`src/rtl/dct_pkg.sv`:
```
// Shared definitions for the memory-based DCT8 core datapath blocks.
package dct_pkg;

    localparam int ADD_WIDTH = 16;
    localparam int NREQ_DEF  = 4;

    // Index width for n items, never narrower than one bit.
    function automatic int clog2_min1(input int n);
        return (n <= 1) ? 1 : $clog2(n);
    endfunction

endpackage

```
`src/rtl/cla_adder.sv`:
```
// Generate/propagate carry adder used as the shared DCT adder datapath.
module cla_adder #(
    parameter int WIDTH = 16
) (
    input  logic [WIDTH-1:0] a,
    input  logic [WIDTH-1:0] b,
    input  logic             cin,
    output logic [WIDTH-1:0] sum,
    output logic             cout
);

    logic [WIDTH-1:0] g;
    logic [WIDTH-1:0] p;
    logic [WIDTH:0]   c;

    assign g = a & b;
    assign p = a ^ b;

    // Carry recurrence is written linearly; synthesis flattens it into lookahead logic.
    always_comb begin
        c[0] = cin;
        for (int i = 0; i < WIDTH; i++) begin
            c[i+1] = g[i] | (p[i] & c[i]);
        end
    end

    assign sum  = p ^ c[WIDTH-1:0];
    assign cout = c[WIDTH];

endmodule

```
`src/rtl/rr_arbiter.sv`:
```
// Round-robin arbiter: grants the first requester at or after the pointer.
module rr_arbiter
    import dct_pkg::*;
#(
    parameter  int NREQ = NREQ_DEF,
    localparam int IDW  = clog2_min1(NREQ)
) (
    input  logic            clk,
    input  logic            rst,
    input  logic [NREQ-1:0] req,
    input  logic            enable,
    output logic [NREQ-1:0] grant,
    output logic [IDW-1:0]  idx,
    output logic            fire
);

    logic [IDW-1:0] ptr;
    logic           found;

    always_comb begin
        grant = '0;
        idx   = '0;
        found = 1'b0;
        for (int k = 0; k < NREQ; k++) begin
            if (!found && req[(int'(ptr) + k) % NREQ]) begin
                found                          = 1'b1;
                grant[(int'(ptr) + k) % NREQ]  = enable;
                idx                            = IDW'((int'(ptr) + k) % NREQ);
            end
        end
    end

    assign fire = enable && found;

    // Explicit wrap keeps non-power-of-two NREQ inside 0..NREQ-1.
    always_ff @(posedge clk) begin
        if (rst) begin
            ptr <= '0;
        end else if (fire) begin
            ptr <= (idx == IDW'(NREQ - 1)) ? '0 : idx + IDW'(1);
        end
    end

endmodule

```
`src/rtl/adder_share_arb.sv`:
```
// Shares one cla_adder among NREQ requesters with a registered, tagged result.
module adder_share_arb
    import dct_pkg::*;
#(
    parameter  int NREQ  = NREQ_DEF,
    parameter  int WIDTH = ADD_WIDTH,
    localparam int IDW   = clog2_min1(NREQ)
) (
    input  logic                  clk,
    input  logic                  rst,
    input  logic [NREQ-1:0]       req_valid,
    output logic [NREQ-1:0]       req_ready,
    input  logic [NREQ*WIDTH-1:0] req_a,
    input  logic [NREQ*WIDTH-1:0] req_b,
    input  logic [NREQ-1:0]       req_cin,
    output logic                  rsp_valid,
    input  logic                  rsp_ready,
    output logic [WIDTH-1:0]      rsp_sum,
    output logic                  rsp_cout,
    output logic [IDW-1:0]        rsp_id
);

    logic             can_accept;
    logic [IDW-1:0]   gidx;
    logic             fire;
    logic [WIDTH-1:0] a_sel;
    logic [WIDTH-1:0] b_sel;
    logic             cin_sel;
    logic [WIDTH-1:0] sum_c;
    logic             cout_c;

    // Result slot frees up when empty or being drained this same cycle.
    assign can_accept = !rsp_valid || rsp_ready;

    rr_arbiter #(.NREQ(NREQ)) u_arb (
        .clk    (clk),
        .rst    (rst),
        .req    (req_valid),
        .enable (can_accept && !rst),
        .grant  (req_ready),
        .idx    (gidx),
        .fire   (fire)
    );

    always_comb begin
        a_sel   = '0;
        b_sel   = '0;
        cin_sel = 1'b0;
        for (int i = 0; i < NREQ; i++) begin
            if (gidx == IDW'(i)) begin
                a_sel   = req_a[i*WIDTH +: WIDTH];
                b_sel   = req_b[i*WIDTH +: WIDTH];
                cin_sel = req_cin[i];
            end
        end
    end

    cla_adder #(.WIDTH(WIDTH)) u_add (
        .a    (a_sel),
        .b    (b_sel),
        .cin  (cin_sel),
        .sum  (sum_c),
        .cout (cout_c)
    );

    always_ff @(posedge clk) begin
        if (rst) begin
            rsp_valid <= 1'b0;
            rsp_sum   <= '0;
            rsp_cout  <= 1'b0;
            rsp_id    <= '0;
        end else if (fire) begin
            rsp_valid <= 1'b1;
            rsp_sum   <= sum_c;
            rsp_cout  <= cout_c;
            rsp_id    <= gidx;
        end else if (rsp_ready) begin
            rsp_valid <= 1'b0;
        end
    end

endmodule
```
`config.mk`:
```
export PLATFORM = sky130hd
export DESIGN_NAME = adder_share_arb
export DESIGN_NICKNAME = d
export VERILOG_FILES = /design/src/rtl/dct_pkg.sv /design/src/rtl/cla_adder.sv /design/src/rtl/rr_arbiter.sv /design/src/rtl/adder_share_arb.sv
export SDC_FILE = /design/constraint.sdc
export NUM_CORES = 1
export LEC_CHECK = 0
export BUFFER_PORTS_ARGS = -buffer_cell sky130_fd_sc_hd__clkbuf_2
export CORE_MARGIN = 4
export CORE_UTILIZATION = 45
export CTS_CLUSTER_SIZE = 12
export DETAILED_ROUTE_END_ITERATION = 7
export PLACE_DENSITY = 0.91
export SLEW_MARGIN = 15
export SYNTH_ARGS = -nofsm -noshare
export SYNTH_HDL_FRONTEND = slang
export SYNTH_SLANG_ARGS = --single-unit
export TNS_END_PERCENT = 5
```
`constraint.sdc`:
```
create_clock -name clk -period 10.5 [get_ports clk]
set_clock_uncertainty 0.2 [all_clocks]
set_input_delay 0.525 -clock clk [delete_from_list [all_inputs] [get_ports clk]]
set_output_delay 0.525 -clock clk [all_outputs]
set_load 0.005 [all_outputs]
```
======== Word-level counts from Yosys, hierarchy flattened ========
Cells that the tools add are included.
storage, ports and cells
  input bits .............................. 139
  flip-flop bits (word level) ............. 22
  output and inout port bits .............. 24
operators by class
  equality and inequality tests ........... 3
  add/sub/neg operators ................... 4
  reductions and logical operators ........ 20
  magnitude comparators ................... 8
  multiplexer cells ....................... 49
  bitwise logic cells ..................... 39
operators by type and width
  cell                 count
  $mux 16              8
  $xor 16x16->16       2
  $mux 1               21
  $and 1x1->1          16
  $and 16x16->16       1
  $mux 4               4
  $or 1x1->1           16
  $bwmux 4             3
  $lt 3x4->1 const B   3
  $mux 2               5
  $ge 3x1->1 const B   3
  $logic_and 1x1->1    9
  $bmux 1 s2           4
  $demux 1 s2          4
  $reduce_or 2->1      3
  $logic_not 1->1      5
  $add 2x1->2 const B  2
  $add 2x2->2 const B  2
  $and 4x4->4          1
  $eq 2x2->1 const B   2
  $and 1x1->1 const A  3
  $lt 2x3->1 const B   1
  $eq 2x1->1 const B   1
  $ge 2x1->1 const B   1
  3 further kinds      3

======== Depth between registers and ports, before layout ========
  word-level depth ........................ 52
  mapped depth ............................ 35
  mapped depth without buffers ............ 32

======== By module ========
A second synthesis with hierarchy kept.
unflattened totals
  cell total of the unflattened synthesis .. 210
  area, all modules ....................... 2555.0 µm²
modules (own cells, without submodules)
  module           instances  seq. area each (µm²)  area each (µm²)  cells each
  adder_share_arb  1          400.4                 1549.0           107
  rr_arbiter       1          40.0                  648.1            77
  cla_adder        1          0.0                   357.8            26

======== Least setup slack after synthesis ========
No wires, ideal clock.
  kind .................................... register to register
  start ................................... register u_arb.ptr[0]
  end ..................................... register rsp_sum[15]
  cell stages (with the launch flop) ...... 34
  data required time ...................... 10.177 ns
  library setup time ...................... 0.123 ns
  arrival ................................. 8.782 ns
  slack ................................... 1.395 ns
  path buffers ............................ 3
  cell sequence ........................... dfxtp_1 > buf_6 > inv_1 > ha_1 > mux4_2 > nor3_1 > a32o_1 > ha_1 > clkbuf_1 > clkbuf_1 > nand3b_1 > a21oi_1 > a21oi_1 > o21ai_0 > fa_1 > fa_1 > fa_1 > inv_1 > fa_1 > fa_1 > fa_1 > fa_1 > fa_1 > fa_1 > fa_1 > fa_1 > fa_1 > fa_1 > fa_1 > fa_1 > inv_1 > fa_1 > nand2_1 > o21ai_0
between the ends
  word-level cells in the longest chain between the ends .. 49
ends and longest elaborated chain
  what                                                                    line                                source
  from (decl)                                                             rr_arbiter.sv:17                    logic [IDW-1:0] ptr;
  from (signal assigned)                                                  rr_arbiter.sv:40                    ptr <= (idx == IDW'(NREQ - 1)) ? '0 : idx + IDW'(1);
  $add 2x1->2 / $bmux 1 s2 (equally long branches)                        rr_arbiter.sv:25, rr_arbiter.sv:28
  $bmux 1 s2 / $mux 1 (equally long branches)                             rr_arbiter.sv:25                    if (!found && req[(int'(ptr) + k) % NREQ]) begin
  $mux 1 (implied by the code)                                            rr_arbiter.sv:25
  $mux 1 (implied by the code) / $logic_not 1->1 (equally long branches)  rr_arbiter.sv:25
  $logic_and 1x1->1                                                       rr_arbiter.sv:25
  $mux 1                                                                  rr_arbiter.sv:25
  $logic_not 1->1                                                         rr_arbiter.sv:25
  $logic_and 1x1->1                                                       rr_arbiter.sv:25
  (+34 left out)                                                          n/a
  $and 1x1->1                                                             cla_adder.sv:23                     c[i+1] = g[i] | (p[i] & c[i]);
  $or 1x1->1                                                              cla_adder.sv:23
  $and 1x1->1                                                             cla_adder.sv:23
  $or 1x1->1                                                              cla_adder.sv:23
  $and 1x1->1                                                             cla_adder.sv:23
  $or 1x1->1                                                              cla_adder.sv:23
  $xor 16x16->16 *                                                        cla_adder.sv:27                     assign sum = p ^ c[WIDTH-1:0];
  via sum_c[15]                                                           adder_share_arb.sv:29               logic [WIDTH-1:0] sum_c;
  to (signal assigned)                                                    adder_share_arb.sv:74               rsp_sum <= sum_c;
  to (decl)                                                               adder_share_arb.sv:18               output logic [WIDTH-1:0] rsp_sum,
Mark *: on every way through the listed nets, which the timed path passes. The rest lies on a longest branch. The select of a mux whose other input is x is not followed.
A chain may end at the register's enable or synchronous reset.

======== Worst setup path in the final report ========
  start ................................... register u_arb.ptr[0]
  end ..................................... register rsp_sum[15]
between the ends
  word-level cells in the longest chain between the ends .. 49
ends and longest elaborated chain
  what                                                                    line                                source
  $add 2x1->2 / $bmux 1 s2 (equally long branches)                        rr_arbiter.sv:25, rr_arbiter.sv:28
  $bmux 1 s2 / $mux 1 (equally long branches)                             rr_arbiter.sv:25
  $mux 1 (implied by the code)                                            rr_arbiter.sv:25
  $mux 1 (implied by the code) / $logic_not 1->1 (equally long branches)  rr_arbiter.sv:25
  $logic_and 1x1->1                                                       rr_arbiter.sv:25
  $mux 1                                                                  rr_arbiter.sv:25
  $logic_not 1->1                                                         rr_arbiter.sv:25
  $logic_and 1x1->1                                                       rr_arbiter.sv:25
  (+4 left out)                                                           n/a
  via gidx[0]                                                             adder_share_arb.sv:24               logic [IDW-1:0] gidx;
  (+30 left out)                                                          n/a
  $and 1x1->1                                                             cla_adder.sv:23
  $or 1x1->1                                                              cla_adder.sv:23
  $and 1x1->1                                                             cla_adder.sv:23
  $or 1x1->1                                                              cla_adder.sv:23
  $and 1x1->1                                                             cla_adder.sv:23
  $or 1x1->1                                                              cla_adder.sv:23
  $xor 16x16->16 *                                                        cla_adder.sv:27
  via sum_c[15]                                                           adder_share_arb.sv:29
Marks and branches as above.

==> results.cfg <==
[worst_setup_path]
crit_fanout = 55
slowest_stage = dfxtp_1
arrival_ns = 9.76
cp.required_ns = 10.40
cp_common_cell = fa_1
start_kind = flop
worst_setup_path_end_kind = flop
path_class = flop to flop
cpPeakStageDelay_ns = 0.66

[clock_network]
clk_latency_ns = 0.25
cts_inserted_buffers = 3
h-tree-depth = 1
cts_setup_buffers = 0
cts_num_sinks = 22
cts.reportedPaths.clkPinSlew_ns = 0.07
root_buffer = clkbuf_8
ctsHoldBuffers = 0
ctsResizeCount = 0
cts_tree = built
clockBufferDepth = 2

[placement]
port_buffers = 162
gp_congestion = 0.9957
dp_worst_setup_slack_ns = 0.7290
hpwlAfterDp_microns = 7187

[routing]
ant_nets = 0
viasPerCell = 5.488
wl_microns = 8575
first_iter_violations = 128
num_vias = 3183
drt_pass1_iterations = 4
drc_errors = 0
wire_per_inst_microns = 14.78

[logic_synthesis]
synth_nets = 532
synth_cells = 369
ys_types = 35
yosysSeqAreaShare_pct = 16.15
synth_area_sq_um = 2726
synth_warnings = 0
avgSynthCellArea_sq_um = 7.389
synth-seq-cells = 22

[finish]
drive_gt1_share_pct = 38.22
regArea_sq_um = 440.4
layout.nets = 670
fillCellCount = 529
area_delta_synth_final_pct = 30.20
final_common_cell = clkbuf_2
layout.cells.most_common_list = clkbuf_2 (162), a21oi_1 (90), nand2_1 (50), nor2_1 (38), nand3b_1 (29)
diodes = 0
multi_input_area_sq_um = 2111

[sta]
slew_headroom_pct = 27.44
worstMarginPinSlew_ns = 1.086
hold-worst-slack_ns = 0.2769
finalWorstSetupSlack_ns = 0.6431
fin_tns_setup_ns = 0
min_period_ns = 9.857
fmax_mhz = 101.5
hold_viol = 0
fin_crit_sh_pct = 93.88
setup_viol = 0
slew_viol_final = 0
grt_setup_unrepaired = no

[power]
p_leak_nw = 1.600
fin_total_pwr_mw = 1.478
power_density_nw_per_um2 = 416.5
vdd_ir_drop_max_uv = 323.2

[floorplan]
die-area_sq_um = 7368
core_sq_um = 5886
start_util_pct = 46.32
die_h_microns = 85.84
io_pins = 163
rows = 28
die_w_microns = 85.84

[global_route]
antenna_found_initial = 0
grt_pass1_vias = 3061
grt_usage_pct = 21.87
grt_pass1_wl_microns = 13260
grt_max_degree = 57
overflow = 0

[flow_run]
maxCapViolations = 0

[min_path]
hp-class = flop to flop

[status]
status = finished clean
==> where the power goes <==
group	internal [mW]	total (mW)	switching [mW]
logic	0.542	1.29	0.743
clock network	0.0255	0.0493	0.0238
registers	0.117	0.144	0.0261
total	0.685	1.48	0.793
==> synthesized netlist by cell type <==
master | number | area, sq um
nor2b_2 | 1 | 8.760
nand2b_1 | 9 | 56.30
o21ai_0 | 16 | 80.08
a211oi_2 | 12 | 150.1
a22o_1 | 4 | 35.03
a32o_1 | 1 | 10.01
buf_1 | 3 | 11.26
nor2b_1 | 4 | 25.02
a221oi_1 | 3 | 26.28
ha_1 | 8 | 100.1
a21o_1 | 1 | 7.510
and2_1 | 1 | 6.260
fa_1 | 16 | 320.3
a31oi_1 | 1 | 6.260
o31ai_1 | 1 | 7.510
buf_6 | 4 | 45.04
o221ai_2 | 1 | 15.01
nand3b_1 | 29 | 217.7
dfxtp_1 | 22 | 440.4
inv_1 | 6 | 22.52
mux2i_1 | 6 | 60.06
a21oi_4 | 1 | 16.27
o32ai_1 | 1 | 8.760
nor3b_2 | 1 | 12.51
nand2_1 | 50 | 187.7
o21ai_1 | 1 | 5.000
buf_2 | 3 | 15.01
mux4_2 | 4 | 90.09
nor2_4 | 1 | 11.26
nor2_1 | 38 | 142.6
clkbuf_1 | 23 | 86.33
mux2_2 | 1 | 11.26
a22oi_1 | 3 | 22.52
nor3_1 | 3 | 15.01
a21oi_1 | 90 | 450.4
==> layer usage <==
layer	up-vias	wire (microns)	GRT usage, %	part of all wire (%)
met3	28	479	2.786	5.6
met1	1439	3486	26.64	41
met2	144	4315	38.49	50
met4	0	293	9.496	3.4
met5	-	0	0	0
li1	1572	-	-	-
==> kinds of logic after synthesis <==
logic type                 synth area share [%]
AOI/OAI and AO/OA                         30.84
adders and majority gates                 15.42
and+or+nand+nor                           25.06
muxes                                     5.920
buffers and inverters                     6.608
DFF                                       16.15
==> critical path, delay by kind of cell, from the launching register on <==
family / cells / cell delay [ns]
buf+inv: 4 / 0.74
flops: 1 / 0.66
fa+ha+maj: 17 / 6.28
simple gates: 3 / 0.39
mux: 1 / 0.44
compound gates: 6 / 0.96
==> sequential cells by signal (all words and copies together), names as in the netlist <==
| signal | flops |
|---|---|
| rsp_cout | 1 |
| rsp_id | 2 |
| rsp_sum | 16 |
| rsp_valid | 1 |
| u_arb.ptr | 2 |
==> worst paths after layout <==
| kind | startpoint | endpoint | slack (ns) | cells past startpoint |
|---|---|---|---|---|
| max | u_arb.ptr[0]$_SDFFE_PP0P_ | rsp_sum[15]$_SDFFE_PP0P_ | 0.64 | 31 |
| min | rsp_sum[0]$_SDFFE_PP0P_ | rsp_sum[0]$_SDFFE_PP0P_ | 0.28 | 2 |
| max reg2reg | u_arb.ptr[0]$_SDFFE_PP0P_ | rsp_sum[15]$_SDFFE_PP0P_ | 0.64 | 31 |
| min reg2reg | rsp_sum[0]$_SDFFE_PP0P_ | rsp_sum[0]$_SDFFE_PP0P_ | 0.28 | 2 |
==> cell type report <==
class                      count  share of cell area (%)
timing repair buffer         166                   23.69
tap                           75                   2.644
inverter                       6                  0.6345
clock buffer                   3                   1.163
multi-input combinational    308                   59.46
sequential                    22                   12.41
==> stage by stage <==
stage,std cells,utilization (%),area [sq um]
2_1_floorplan,369,-,2726
4_1_cts,580,60.31,3550
3_5_place_dp,577,59.61,3508
6_report,580,60.31,3550
3_3_place_gp,577,59.61,3508
5_1_grt,580,60.31,3550
(Power assumes the default switching activity.)
